[src/rtl/mda_pixel_shifter.sv]
// -----------------------------------------------------------------------------
// mda_pixel_shifter
//
// Turns font rows into dots for the MDA video path. This block feeds the HDMI
// output port directly. Each char_load latches one 9-dot character cell.
//
// When the cell is loaded, the MDA attribute rules are resolved against it:
// blank, reverse, underline, intensity, blink and cursor. The 9 dots are then
// shifted out one per dot clock.
//
// hsync, vsync and display_enable go through a delay line with the same depth
// as the dot path. All five outputs therefore leave this block cycle-aligned.
//
// Ports
//   clk            dot clock, rising edge
//   reset          synchronous, active-high
//   char_load      strobe: sample char_code/char_bits/attr/scanline/cursor_here
//   char_code[7:0] character code of the cell
//   char_bits[7:0] font row, bit7 = leftmost dot
//   attr[7:0]      MDA attribute byte
//   scanline[3:0]  scanline within the character row
//   cursor_here    cursor is at this cell and on this scanline
//   hsync_in       raw horizontal sync from the CRTC
//   vsync_in       raw vertical sync from the CRTC
//   de_in          raw display enable from the CRTC
//   video          dot on/off
//   intensity      high-intensity dot
//   hsync          aligned hsync
//   vsync          aligned vsync
//   display_enable aligned display enable
//
// Pipeline timing (input sampled at edge N)
//   edge N    : cell_reg, cnt_reg and the first sync/de stage
//   edge N+1  : dot_reg and the second sync/de stage
//   edge N+2  : output registers
// -----------------------------------------------------------------------------
module mda_pixel_shifter #(
    parameter bit         LINE_GFX_9TH = 1'b1,
    parameter bit         BLINK_EN     = 1'b1,
    parameter logic [3:0] UL_ROW       = 4'd12
) (
    input  logic       clk,
    input  logic       reset,
    input  logic       char_load,
    input  logic [7:0] char_code,
    input  logic [7:0] char_bits,
    input  logic [7:0] attr,
    input  logic [3:0] scanline,
    input  logic       cursor_here,
    input  logic       hsync_in,
    input  logic       vsync_in,
    input  logic       de_in,
    output logic       video,
    output logic       intensity,
    output logic       hsync,
    output logic       vsync,
    output logic       display_enable
);

    localparam logic [3:0] CNT_IDLE = 4'd9;

    logic [8:0] cell_reg;
    logic       int_en_reg;
    logic [3:0] cnt_reg;
    logic [4:0] frame_cnt_reg;
    logic       dot_reg;
    logic       int_dot_reg;
    logic       hs_d1_reg, hs_d2_reg;
    logic       vs_d1_reg, vs_d2_reg;
    logic       de_d1_reg, de_d2_reg;

    logic [8:0] base_dots;
    logic [8:0] cell_next;
    logic [7:0] attr_masked;
    logic       vsync_rise;

    // Only the top three code bits select the line-graphics range.
    logic unused_code_bits;
    assign unused_code_bits = ^char_code[4:0];

    // Dot i of the cell is font bit 7-i (leftmost dot first).
    for (genvar gi = 0; gi < 8; gi++) begin : g_dot_map
        assign base_dots[gi] = char_bits[7-gi];
    end

    // Codes 0xC0-0xDF extend their rightmost font dot into the 9th column so
    // that box-drawing characters join up across cells.
    assign base_dots[8] = (LINE_GFX_9TH && (char_code[7:5] == 3'b110)) ? char_bits[0] : 1'b0;

    assign attr_masked = attr & 8'h77;

    // vs_d1_reg holds the previous vsync_in sample, so it doubles as the edge
    // detector.
    assign vsync_rise = vsync_in & ~vs_d1_reg;

    // All attribute effects are resolved once, at load time. frame_cnt_reg
    // still holds the pre-increment value if a vsync edge coincides with
    // the load.
    always_comb begin
        cell_next = base_dots;
        if (attr_masked == 8'h00) begin
            cell_next = 9'h000;
        end else if (attr_masked == 8'h70) begin
            cell_next = ~base_dots;
        end else if ((attr[2:0] == 3'b001) && (scanline == UL_ROW)) begin
            cell_next = 9'h1FF;
        end
        if (BLINK_EN && attr[7] && !frame_cnt_reg[4]) begin
            cell_next = 9'h000;
        end
        // The cursor is applied last, so it shows through blank and blink.
        if (cursor_here && frame_cnt_reg[3]) begin
            cell_next = 9'h1FF;
        end
    end

    always_ff @(posedge clk) begin
        if (reset) begin
            cell_reg       <= '0;
            int_en_reg     <= 1'b0;
            cnt_reg        <= CNT_IDLE;
            frame_cnt_reg  <= '0;
            dot_reg        <= 1'b0;
            int_dot_reg    <= 1'b0;
            hs_d1_reg      <= 1'b0;
            hs_d2_reg      <= 1'b0;
            vs_d1_reg      <= 1'b0;
            vs_d2_reg      <= 1'b0;
            de_d1_reg      <= 1'b0;
            de_d2_reg      <= 1'b0;
            video          <= 1'b0;
            intensity      <= 1'b0;
            hsync          <= 1'b0;
            vsync          <= 1'b0;
            display_enable <= 1'b0;
        end else begin
            // Sync / display-enable delay line.
            hs_d1_reg      <= hsync_in;
            hs_d2_reg      <= hs_d1_reg;
            hsync          <= hs_d2_reg;
            vs_d1_reg      <= vsync_in;
            vs_d2_reg      <= vs_d1_reg;
            vsync          <= vs_d2_reg;
            de_d1_reg      <= de_in;
            de_d2_reg      <= de_d1_reg;
            display_enable <= de_d2_reg;

            if (vsync_rise) begin
                frame_cnt_reg <= frame_cnt_reg + 5'd1;
            end

            // A new load always restarts at dot 0, even mid-cell.
            if (char_load) begin
                cell_reg   <= cell_next;
                int_en_reg <= attr[3];
                cnt_reg    <= 4'd0;
            end else if (cnt_reg != CNT_IDLE) begin
                cnt_reg <= cnt_reg + 4'd1;
            end

            // Dot select stage. The counter parks at 9 when idle, which
            // produces dark dots.
            if (cnt_reg != CNT_IDLE) begin
                dot_reg     <= cell_reg[cnt_reg];
                int_dot_reg <= cell_reg[cnt_reg] & int_en_reg;
            end else begin
                dot_reg     <= 1'b0;
                int_dot_reg <= 1'b0;
            end

            // Output stage. Blanking masks the dots but does not stall the
            // counter.
            video     <= dot_reg & de_d2_reg;
            intensity <= int_dot_reg & de_d2_reg;
        end
    end

endmodule

[config.mk]
export PLATFORM = sky130hd
export DESIGN_NAME = mda_pixel_shifter
export DESIGN_NICKNAME = d
export VERILOG_FILES = /design/src/rtl/mda_pixel_shifter.sv
export SDC_FILE = /design/constraint.sdc
export NUM_CORES = 1
export LEC_CHECK = 0
export CORE_ASPECT_RATIO = 1.1
export CORE_MARGIN = 1.5
export CORE_UTILIZATION = 50
export CTS_BUF_LIST = sky130_fd_sc_hd__clkbuf_16
export DETAILED_ROUTE_END_ITERATION = 8
export GPL_TIMING_DRIVEN = 0
export HOLD_SLACK_MARGIN = 0.03
export PLACE_DENSITY = 0.93
export RECOVER_POWER = 100
export SYNTH_ARGS = -nofsm -noshare
export SYNTH_HDL_FRONTEND = slang
export SYNTH_SLANG_ARGS = --single-unit
[constraint.sdc]
create_clock -name clk -period 2.6 [get_ports clk]
set_input_delay 0.52 -clock clk [delete_from_list [all_inputs] [get_ports clk]]
set_output_delay 0.52 -clock clk [all_outputs]
set_load 0.05 [all_outputs]
==> metrics.txt, run 1 <==
# TYPE chip_impl_metric gauge
chip_impl_metric{name="place.gp.congestion",unit=""} 0.845
chip_impl_metric{name="layout_min_cycle_time",unit="ns"} 2.14
chip_impl_metric{name="static-leakage-power",unit="uW"} 0.000761
chip_impl_metric{name="route.detailed.wl_per_inst",unit="um"} 14.7
chip_impl_metric{name="seq_cells_post_synth",unit=""} 32
chip_impl_info{name="clock-root-buffer",value="sky130_fd_sc_hd__clkbuf_16"} 1
chip_impl_info{name="critPathLaunchType",value="primary input"} 1
chip_impl_metric{name="grt_max_degree",unit=""} 11
chip_impl_metric{name="initial_core_util",unit=""} 0.521
chip_impl_metric{name="drt_first_pass_iters",unit=""} 4
chip_impl_info{name="grt_setup_unrepaired",value="false"} 1
chip_impl_metric{name="tritoncts.num_buffers",unit=""} 5
chip_impl_info{name="layout_common_cells",value="sky130_fd_sc_hd__dfxtp_1 (32), sky130_fd_sc_hd__clkdlybuf4s50_1 (28), sky130_fd_sc_hd__nor2_1 (19), sky130_fd_sc_hd__nor2b_1 (12), sky130_fd_sc_hd__inv_1 (10)"} 1
chip_impl_metric{name="grt_usage",unit=""} 0.243
chip_impl_metric{name="power_density",unit="nW/um^2"} 641
chip_impl_metric{name="nets",unit=""} 228
chip_impl_metric{name="cts_sinks",unit=""} 32
chip_impl_metric{name="synth.lib_cells_used.distinct",unit=""} 35
chip_impl_metric{name="dp.final_hpwl",unit="mm"} 2.28
chip_impl_metric{name="crit_path_max_fanout",unit=""} 10
chip_impl_info{name="end_kind",value="register"} 1
chip_impl_metric{name="largest_register_ff_count",unit=""} 9
chip_impl_metric{name="arrival",unit="ns"} 2.31
chip_impl_metric{name="cts.htree.levels",unit=""} 2
chip_impl_info{name="worstSetupPathType",value="in2reg"} 1
chip_impl_metric{name="timing.setup.tns",unit="ns"} 0
chip_impl_metric{name="core_rows",unit=""} 20
chip_impl_info{name="layout.cells.most_common",value="sky130_fd_sc_hd__dfxtp_1"} 1
chip_impl_metric{name="timing_hold_violations_final",unit=""} 0
chip_impl_metric{name="timing.final.max_slew_violations",unit=""} 0
chip_impl_metric{name="area_growth_syn_to_layout",unit="%"} 35.1
chip_impl_metric{name="final_util",unit=""} 0.704
chip_impl_metric{name="cts_repair_resize_count",unit=""} 0
chip_impl_info{name="status",value="completed"} 1
chip_impl_metric{name="fp.dieW",unit="um"} 53.8
chip_impl_metric{name="ys_async_sr_fraction",unit=""} 0
chip_impl_metric{name="dieHeight",unit="um"} 58.9
chip_impl_metric{name="design.die.area",unit="um^2"} 3170
chip_impl_metric{name="clock_latency",unit="ns"} 0.28
chip_impl_metric{name="antenna_left",unit=""} 0
chip_impl_metric{name="cts_hold_buffers",unit=""} 0
chip_impl_metric{name="setup_viol",unit=""} 0
chip_impl_metric{name="drv_cap",unit=""} 0
chip_impl_metric{name="layoutNonFillerInstCount",unit=""} 224
chip_impl_metric{name="yosys_warn_count",unit=""} 0
chip_impl_metric{name="detailroute.via_count",unit=""} 1272
chip_impl_metric{name="syn-num-nets",unit=""} 187
chip_impl_metric{name="clock.fmax",unit="MHz"} 467
chip_impl_metric{name="top_level_ports",unit=""} 40
chip_impl_metric{name="grt_pass1_vias",unit=""} 1223
chip_impl_metric{name="drt_via_density",unit=""} 5.68
chip_impl_info{name="cts_tree",value="built"} 1
chip_impl_metric{name="post_cts.repair.setup_buffers",unit=""} 0
chip_impl_metric{name="ctsLongestPathBuffers",unit=""} 2
chip_impl_metric{name="number_of_antenna_violations_at_the_first_check_in_global_routing",unit=""} 0
chip_impl_metric{name="postSynthAreaPerCell",unit="um^2"} 9.54
chip_impl_metric{name="design.core.area",unit="um^2"} 2730
chip_impl_metric{name="wirelength",unit="mm"} 3.29
chip_impl_metric{name="timing_worst_slew_pin_value",unit="ns"} 0.704
chip_impl_info{name="min_path_type",value="reg2reg"} 1
chip_impl_metric{name="place.detailed.instances",unit=""} 216
chip_impl_metric{name="antenna_cells_inserted",unit=""} 0
chip_impl_metric{name="post-route-period-util",unit=""} 0.824
chip_impl_metric{name="grt_overflow_total",unit=""} 0
chip_impl_metric{name="dr.first_iter.drc_count",unit=""} 40
chip_impl_info{name="ys_dominant_reg_cell",value="sky130_fd_sc_hd__dfxtp_1"} 1
chip_impl_metric{name="drc",unit=""} 0
chip_impl_metric{name="timing.critical_path.required",unit="ns"} 2.77
chip_impl_metric{name="vdd_drop_max",unit="mV"} 0.602
chip_impl_metric{name="cts.reportedPaths.clkPinSlew",unit="ns"} 0.05
chip_impl_metric{name="synth-edff-count",unit=""} 0
chip_impl_metric{name="number_of_buffers_inserted_by_port_buffering",unit=""} 34
chip_impl_metric{name="worst_clock_skew",unit="ns"} 0.00274
chip_impl_metric{name="drive_gt1_frac",unit=""} 0.0524
chip_impl_metric{name="slew_headroom",unit=""} 0.531
chip_impl_metric{name="synth_cells",unit=""} 149
chip_impl_metric{name="ff2ff_setup_slack",unit="ns"} 0.82
chip_impl_metric{name="synth.yosys.seq_area_share",unit=""} 0.451
chip_impl_metric{name="grt_first_pass_wirelength",unit="mm"} 5.46
chip_impl_metric{name="syn-cell-area",unit="um^2"} 1420
worst max-delay path, cell delays in order:
cell and delay (ns):
sky130_fd_sc_hd__clkdlybuf4s50_1 0.51, sky130_fd_sc_hd__nor3_1 0.07, sky130_fd_sc_hd__a21oi_1 0.58, sky130_fd_sc_hd__buf_6 0.22
sky130_fd_sc_hd__nand3b_1 0.09, sky130_fd_sc_hd__a311oi_1 0.31
routing by layer:
layer,GRT usage,part of all wire,up-vias
met2,0.401,0.53,56
li1,-,-,616
met4,0.121,0.029,0
met3,0.0761,0.065,10
met5,0,0,-
met1,0.279,0.38,590
kinds of logic (layout without fill, tap and decap cells):
| family | count (synthesis) | after routing | share of synthesized area |
|---|---|---|---|
| adders and majority gates | 3 | 3 | 0.0264 |
| xor gates and xnor gates | 7 | 7 | 0.0431 |
| and+or+nand+nor | 60 | 60 | 0.236 |
| DFF | 32 | 32 | 0.451 |
| buffers and inverters | 17 | 59 | 0.0590 |
| AOI/OAI and AO/OA | 25 | 25 | 0.141 |
| muxes | 5 | 5 | 0.0440 |
per-stage QoR:
stage / area (um^2) / hold WS [ns] / setup WS [ns] / total power (uW)
after detailed placement: 1800 / 0.417 / 0.419 / 697
after global placement: 1800 / 0.415 / 0.520 / 686
after floorplan: 1420 / 0.406 / 1.13 / 624
final: 1920 / 0.434 / 0.457 / 1230
after CTS: 1940 / 0.433 / 0.681 / 1240
after global routing: 1920 / 0.460 / 0.319 / 1270
power breakdown:
| group | switching [uW] | internal (uW) | total [uW] |
|---|---|---|---|
| registers | 16.7 | 516 | 532 |
| logic | 70.1 | 82.6 | 153 |
| clock network | 199 | 347 | 545 |
worst paths after layout:
check             startpoint          end  cells after the start
setup / recovery     attr[4]  cell_reg[8]                      6
hold / removal       dot_reg        video                      1
setup reg to reg  cnt_reg[0]  int_dot_reg                      5
hold reg to reg      dot_reg        video                      1
cell type report:
cell class              count  area, um^2
inverters                   9        33.8
repair buffers             34         340
flip-flops and latches     32         641
multi-input cells         100         682
fillers                   188         807
clock inverters             3        15.0
plain buffers               8        42.5
well taps                  33        41.3
clock buffers               5         125
synthesized netlist by cell type, drive strengths merged (3+ instances only):
cell type	number	area (um^2)
xor2	5	43.8
nor3	4	31.3
ha	3	37.5
nand3	9	45.0
nor2	19	71.3
dfxtp	32	641
o211ai	9	67.6
nor2b	12	75.1
mux2i	4	40.0
clkbuf	4	15.0
nand4	3	18.8
inv	9	33.8
a311oi	9	78.8
buf	4	35.0
Power figures use the tool's default switching activity.
==> run 2: changes to the inputs <==
--- a/config.mk
+++ b/config.mk
@@ -7,12 +7,12 @@
 export LEC_CHECK = 0
 export CORE_ASPECT_RATIO = 1.1
 export CORE_MARGIN = 1.5
-export CORE_UTILIZATION = 50
+export CORE_UTILIZATION = 47
 export CTS_BUF_LIST = sky130_fd_sc_hd__clkbuf_16
 export DETAILED_ROUTE_END_ITERATION = 8
 export GPL_TIMING_DRIVEN = 0
 export HOLD_SLACK_MARGIN = 0.03
-export PLACE_DENSITY = 0.93
+export PLACE_DENSITY = 0.89
 export RECOVER_POWER = 100
 export SYNTH_ARGS = -nofsm -noshare
 export SYNTH_HDL_FRONTEND = slang
==> constraint.sdc (replaced) <==
create_clock -name clk -period 2.1 [get_ports clk]
set_input_delay 0.42 -clock clk [delete_from_list [all_inputs] [get_ports clk]]
set_output_delay 0.42 -clock clk [all_outputs]
set_load 0.05 [all_outputs]
==> run 2 against run 1 <==
Wire length shrank 9.3%. Final cell count is the same. Design area grew 0.46%. First-iteration DRC count fell by 43%. Clock skew about the same. Global-route usage fell by 4.3 points. Non-clock buffer count unchanged. Die area is 6.0% higher. Largest cell class unchanged. Core utilization fell by 2.2 points. Combinational power is 22% higher.
==> metrics.txt, run 2 (same netlist as run 1, synthesis figures left out) <==
# TYPE chip_impl_metric gauge
chip_impl_info{name="status",value="completed"} 1
chip_impl_metric{name="drv_cap",unit=""} 0
chip_impl_metric{name="cts.reportedPaths.clkPinSlew",unit="ns"} 0.05
chip_impl_metric{name="layout_min_cycle_time",unit="ns"} 1.86
chip_impl_metric{name="dieHeight",unit="um"} 60.7
chip_impl_metric{name="drt_via_density",unit=""} 5.48
chip_impl_metric{name="power_density",unit="nW/um^2"} 786
chip_impl_metric{name="drive_gt1_frac",unit=""} 0.0628
chip_impl_metric{name="design.die.area",unit="um^2"} 3360
chip_impl_info{name="critPathLaunchType",value="register"} 1
chip_impl_metric{name="antenna_cells_inserted",unit=""} 0
chip_impl_info{name="slowest_stage",value="sky130_fd_sc_hd__dlygate4sd3_1"} 1
chip_impl_info{name="layout.cells.most_common",value="sky130_fd_sc_hd__dfxtp_1"} 1
chip_impl_metric{name="cts_sinks",unit=""} 32
chip_impl_info{name="worstSetupPathType",value="reg2out"} 1
chip_impl_metric{name="timing.final.max_slew_violations",unit=""} 0
chip_impl_metric{name="vdd_drop_max",unit="mV"} 0.947
chip_impl_info{name="layout_common_cells",value="sky130_fd_sc_hd__dfxtp_1 (32), sky130_fd_sc_hd__clkdlybuf4s50_1 (27), sky130_fd_sc_hd__nor2_1 (19), sky130_fd_sc_hd__nor2b_1 (12), sky130_fd_sc_hd__inv_1 (10)"} 1
chip_impl_metric{name="cp_num_buf_inv",unit=""} 1
chip_impl_metric{name="place.detailed.instances",unit=""} 216
chip_impl_metric{name="fp.dieW",unit="um"} 55.4
chip_impl_metric{name="grt_pass1_vias",unit=""} 1273
chip_impl_metric{name="worst_clock_skew",unit="ns"} 0.00259
chip_impl_metric{name="tritoncts.num_buffers",unit=""} 5
chip_impl_info{name="crit_path_cell_trace",value="dlygate4sd3_1"} 1
chip_impl_metric{name="critical_path.max_stage_delay",unit="ns"} 0.87
chip_impl_metric{name="placed_standard_cell_area",unit="um^2"} 1800
chip_impl_metric{name="nets",unit=""} 228
chip_impl_metric{name="dr.first_iter.drc_count",unit=""} 23
chip_impl_metric{name="static-leakage-power",unit="uW"} 0.000763
chip_impl_metric{name="timing.setup.tns",unit="ns"} 0
chip_impl_metric{name="clock_latency",unit="ns"} 0.28
chip_impl_info{name="cts_tree",value="built"} 1
chip_impl_info{name="cpLargestDelayFamily",value="buffers and inverters"} 1
chip_impl_metric{name="top_level_ports",unit=""} 40
chip_impl_metric{name="cts_hold_buffers",unit=""} 0
chip_impl_metric{name="dp.final_hpwl",unit="mm"} 2.24
chip_impl_metric{name="place.gp.congestion",unit=""} 0.732
chip_impl_metric{name="post_cts.repair.setup_buffers",unit=""} 0
chip_impl_metric{name="ff2ff_setup_slack",unit="ns"} 0.27
chip_impl_metric{name="ff2ff_path_depth",unit=""} 5
chip_impl_info{name="end_kind",value="primary output"} 1
chip_impl_metric{name="clock.fmax",unit="MHz"} 536
chip_impl_metric{name="ctsLongestPathBuffers",unit=""} 2
chip_impl_metric{name="cts_repair_resize_count",unit=""} 0
chip_impl_metric{name="timing_hold_violations_final",unit=""} 0
chip_impl_metric{name="setup_viol",unit=""} 0
chip_impl_info{name="timing.hold.worst.start",value="int_dot_reg"} 1
chip_impl_info{name="crit-reg2reg-capture",value="int_dot_reg"} 1
chip_impl_metric{name="crit_path_max_fanout",unit=""} 1
chip_impl_metric{name="whs_path_depth",unit=""} 1
chip_impl_metric{name="cts.htree.levels",unit=""} 2
chip_impl_metric{name="grt_max_degree",unit=""} 11
chip_impl_metric{name="number_of_antenna_violations_at_the_first_check_in_global_routing",unit=""} 0
chip_impl_info{name="r2r-start",value="cnt_reg[0]"} 1
chip_impl_metric{name="drt_first_pass_iters",unit=""} 4
chip_impl_info{name="min_path_type",value="reg2reg"} 1
chip_impl_metric{name="grt_overflow_total",unit=""} 0
chip_impl_metric{name="grt_first_pass_wirelength",unit="mm"} 5.16
chip_impl_metric{name="initial_core_util",unit=""} 0.503
chip_impl_metric{name="drc",unit=""} 0
chip_impl_metric{name="number_of_buffers_inserted_by_port_buffering",unit=""} 34
chip_impl_metric{name="core_rows",unit=""} 20
chip_impl_info{name="clock-root-buffer",value="sky130_fd_sc_hd__clkbuf_16"} 1
chip_impl_metric{name="post-route-period-util",unit=""} 0.888
chip_impl_metric{name="route.detailed.wl_per_inst",unit="um"} 13.3
chip_impl_metric{name="slew_headroom",unit=""} 0.546
chip_impl_info{name="worst_hold_path.endpoint",value="intensity"} 1
chip_impl_metric{name="detailroute.via_count",unit=""} 1228
chip_impl_metric{name="layoutNonFillerInstCount",unit=""} 224
chip_impl_metric{name="largest_register_ff_count",unit=""} 9
chip_impl_metric{name="timing.critical_path.required",unit="ns"} 1.68
chip_impl_metric{name="grt_usage",unit=""} 0.201
chip_impl_metric{name="area_growth_syn_to_layout",unit="%"} 35.7
chip_impl_metric{name="design.core.area",unit="um^2"} 2830
chip_impl_info{name="grt_setup_unrepaired",value="false"} 1
chip_impl_metric{name="postLayoutCellArea",unit="um^2"} 1930
chip_impl_metric{name="timing_worst_slew_pin_value",unit="ns"} 0.679
chip_impl_metric{name="wirelength",unit="mm"} 2.98
chip_impl_metric{name="antenna_left",unit=""} 0
chip_impl_metric{name="arrival",unit="ns"} 1.44
run 2: cell types whose count changed in the layout (fill, tap and decap cells not counted):
| cell | delta |
|---|---|
| sky130_fd_sc_hd__a21oi_1 | -1 |
| sky130_fd_sc_hd__a21oi_2 | +1 |
| sky130_fd_sc_hd__clkdlybuf4s50_1 | -1 |
| sky130_fd_sc_hd__dlygate4sd3_1 | +1 |
| sky130_fd_sc_hd__nor3_1 | -1 |
| sky130_fd_sc_hd__nor3_2 | +1 |
run 2: through the flow:
step                power, uW   util  worst slack (ns)  hold slack, ns
floorplan                 772      -             0.650           0.406
global placement          851  0.638             0.112           0.414
detailed placement        861  0.638            0.0194           0.426
CTS                      1540  0.687             0.283           0.438
global route             1580  0.682             0.125           0.454
finish                   1520  0.682             0.236           0.434
run 2: report_power, final:
| group | leakage (uW) | internal [uW] | switching, uW | total [uW] |
|---|---|---|---|---|
| logic | 0.000431 | 102 | 83.9 | 186 |
| registers | 0.000263 | 639 | 20.4 | 659 |
| clock network | 0.0000687 | 429 | 242 | 671 |
run 2: layout make-up:
cell class	count	area, um^2
multi-input combinational	100	691
fill	216	898
inverter	9	33.8
timing repair buffer	34	340
sequential	32	641
clock buffer	5	125
clock inverter	3	15.0
tap	33	41.3
buffer	8	42.5
run 2: worst max-delay path by stage:
stage                   start        endpoint  cells after the start
4_1_cts        display_enable  display_enable                      1
3_3_place_gp          attr[1]     cell_reg[1]                      6
2_1_floorplan      cnt_reg[0]     int_dot_reg                      5
6_report       display_enable  display_enable                      1
5_1_grt               attr[1]     cell_reg[8]                      6
3_5_place_dp          attr[1]     cell_reg[0]                      6
run 2: metal layers:
metal | vias to the layer above | track usage | wire length, um
met4 | 0 | 0.0941 | 65
met3 | 7 | 0.0810 | 140
li1 | 611 | - | -
met5 | - | 0 | 0
met1 | 581 | 0.209 | 1220
met2 | 29 | 0.362 | 1550
==> run 3: changes to the inputs <==
--- a/config.mk
+++ b/config.mk
@@ -5,6 +5,7 @@
 export SDC_FILE = /design/constraint.sdc
 export NUM_CORES = 1
 export LEC_CHECK = 0
+export ABC_CLOCK_PERIOD_IN_PS = 2100
 export CORE_ASPECT_RATIO = 1.1
 export CORE_MARGIN = 1.5
 export CORE_UTILIZATION = 47
==> results of run 3 <==
Final layout, timing and power as in run 2 (identical DEF).
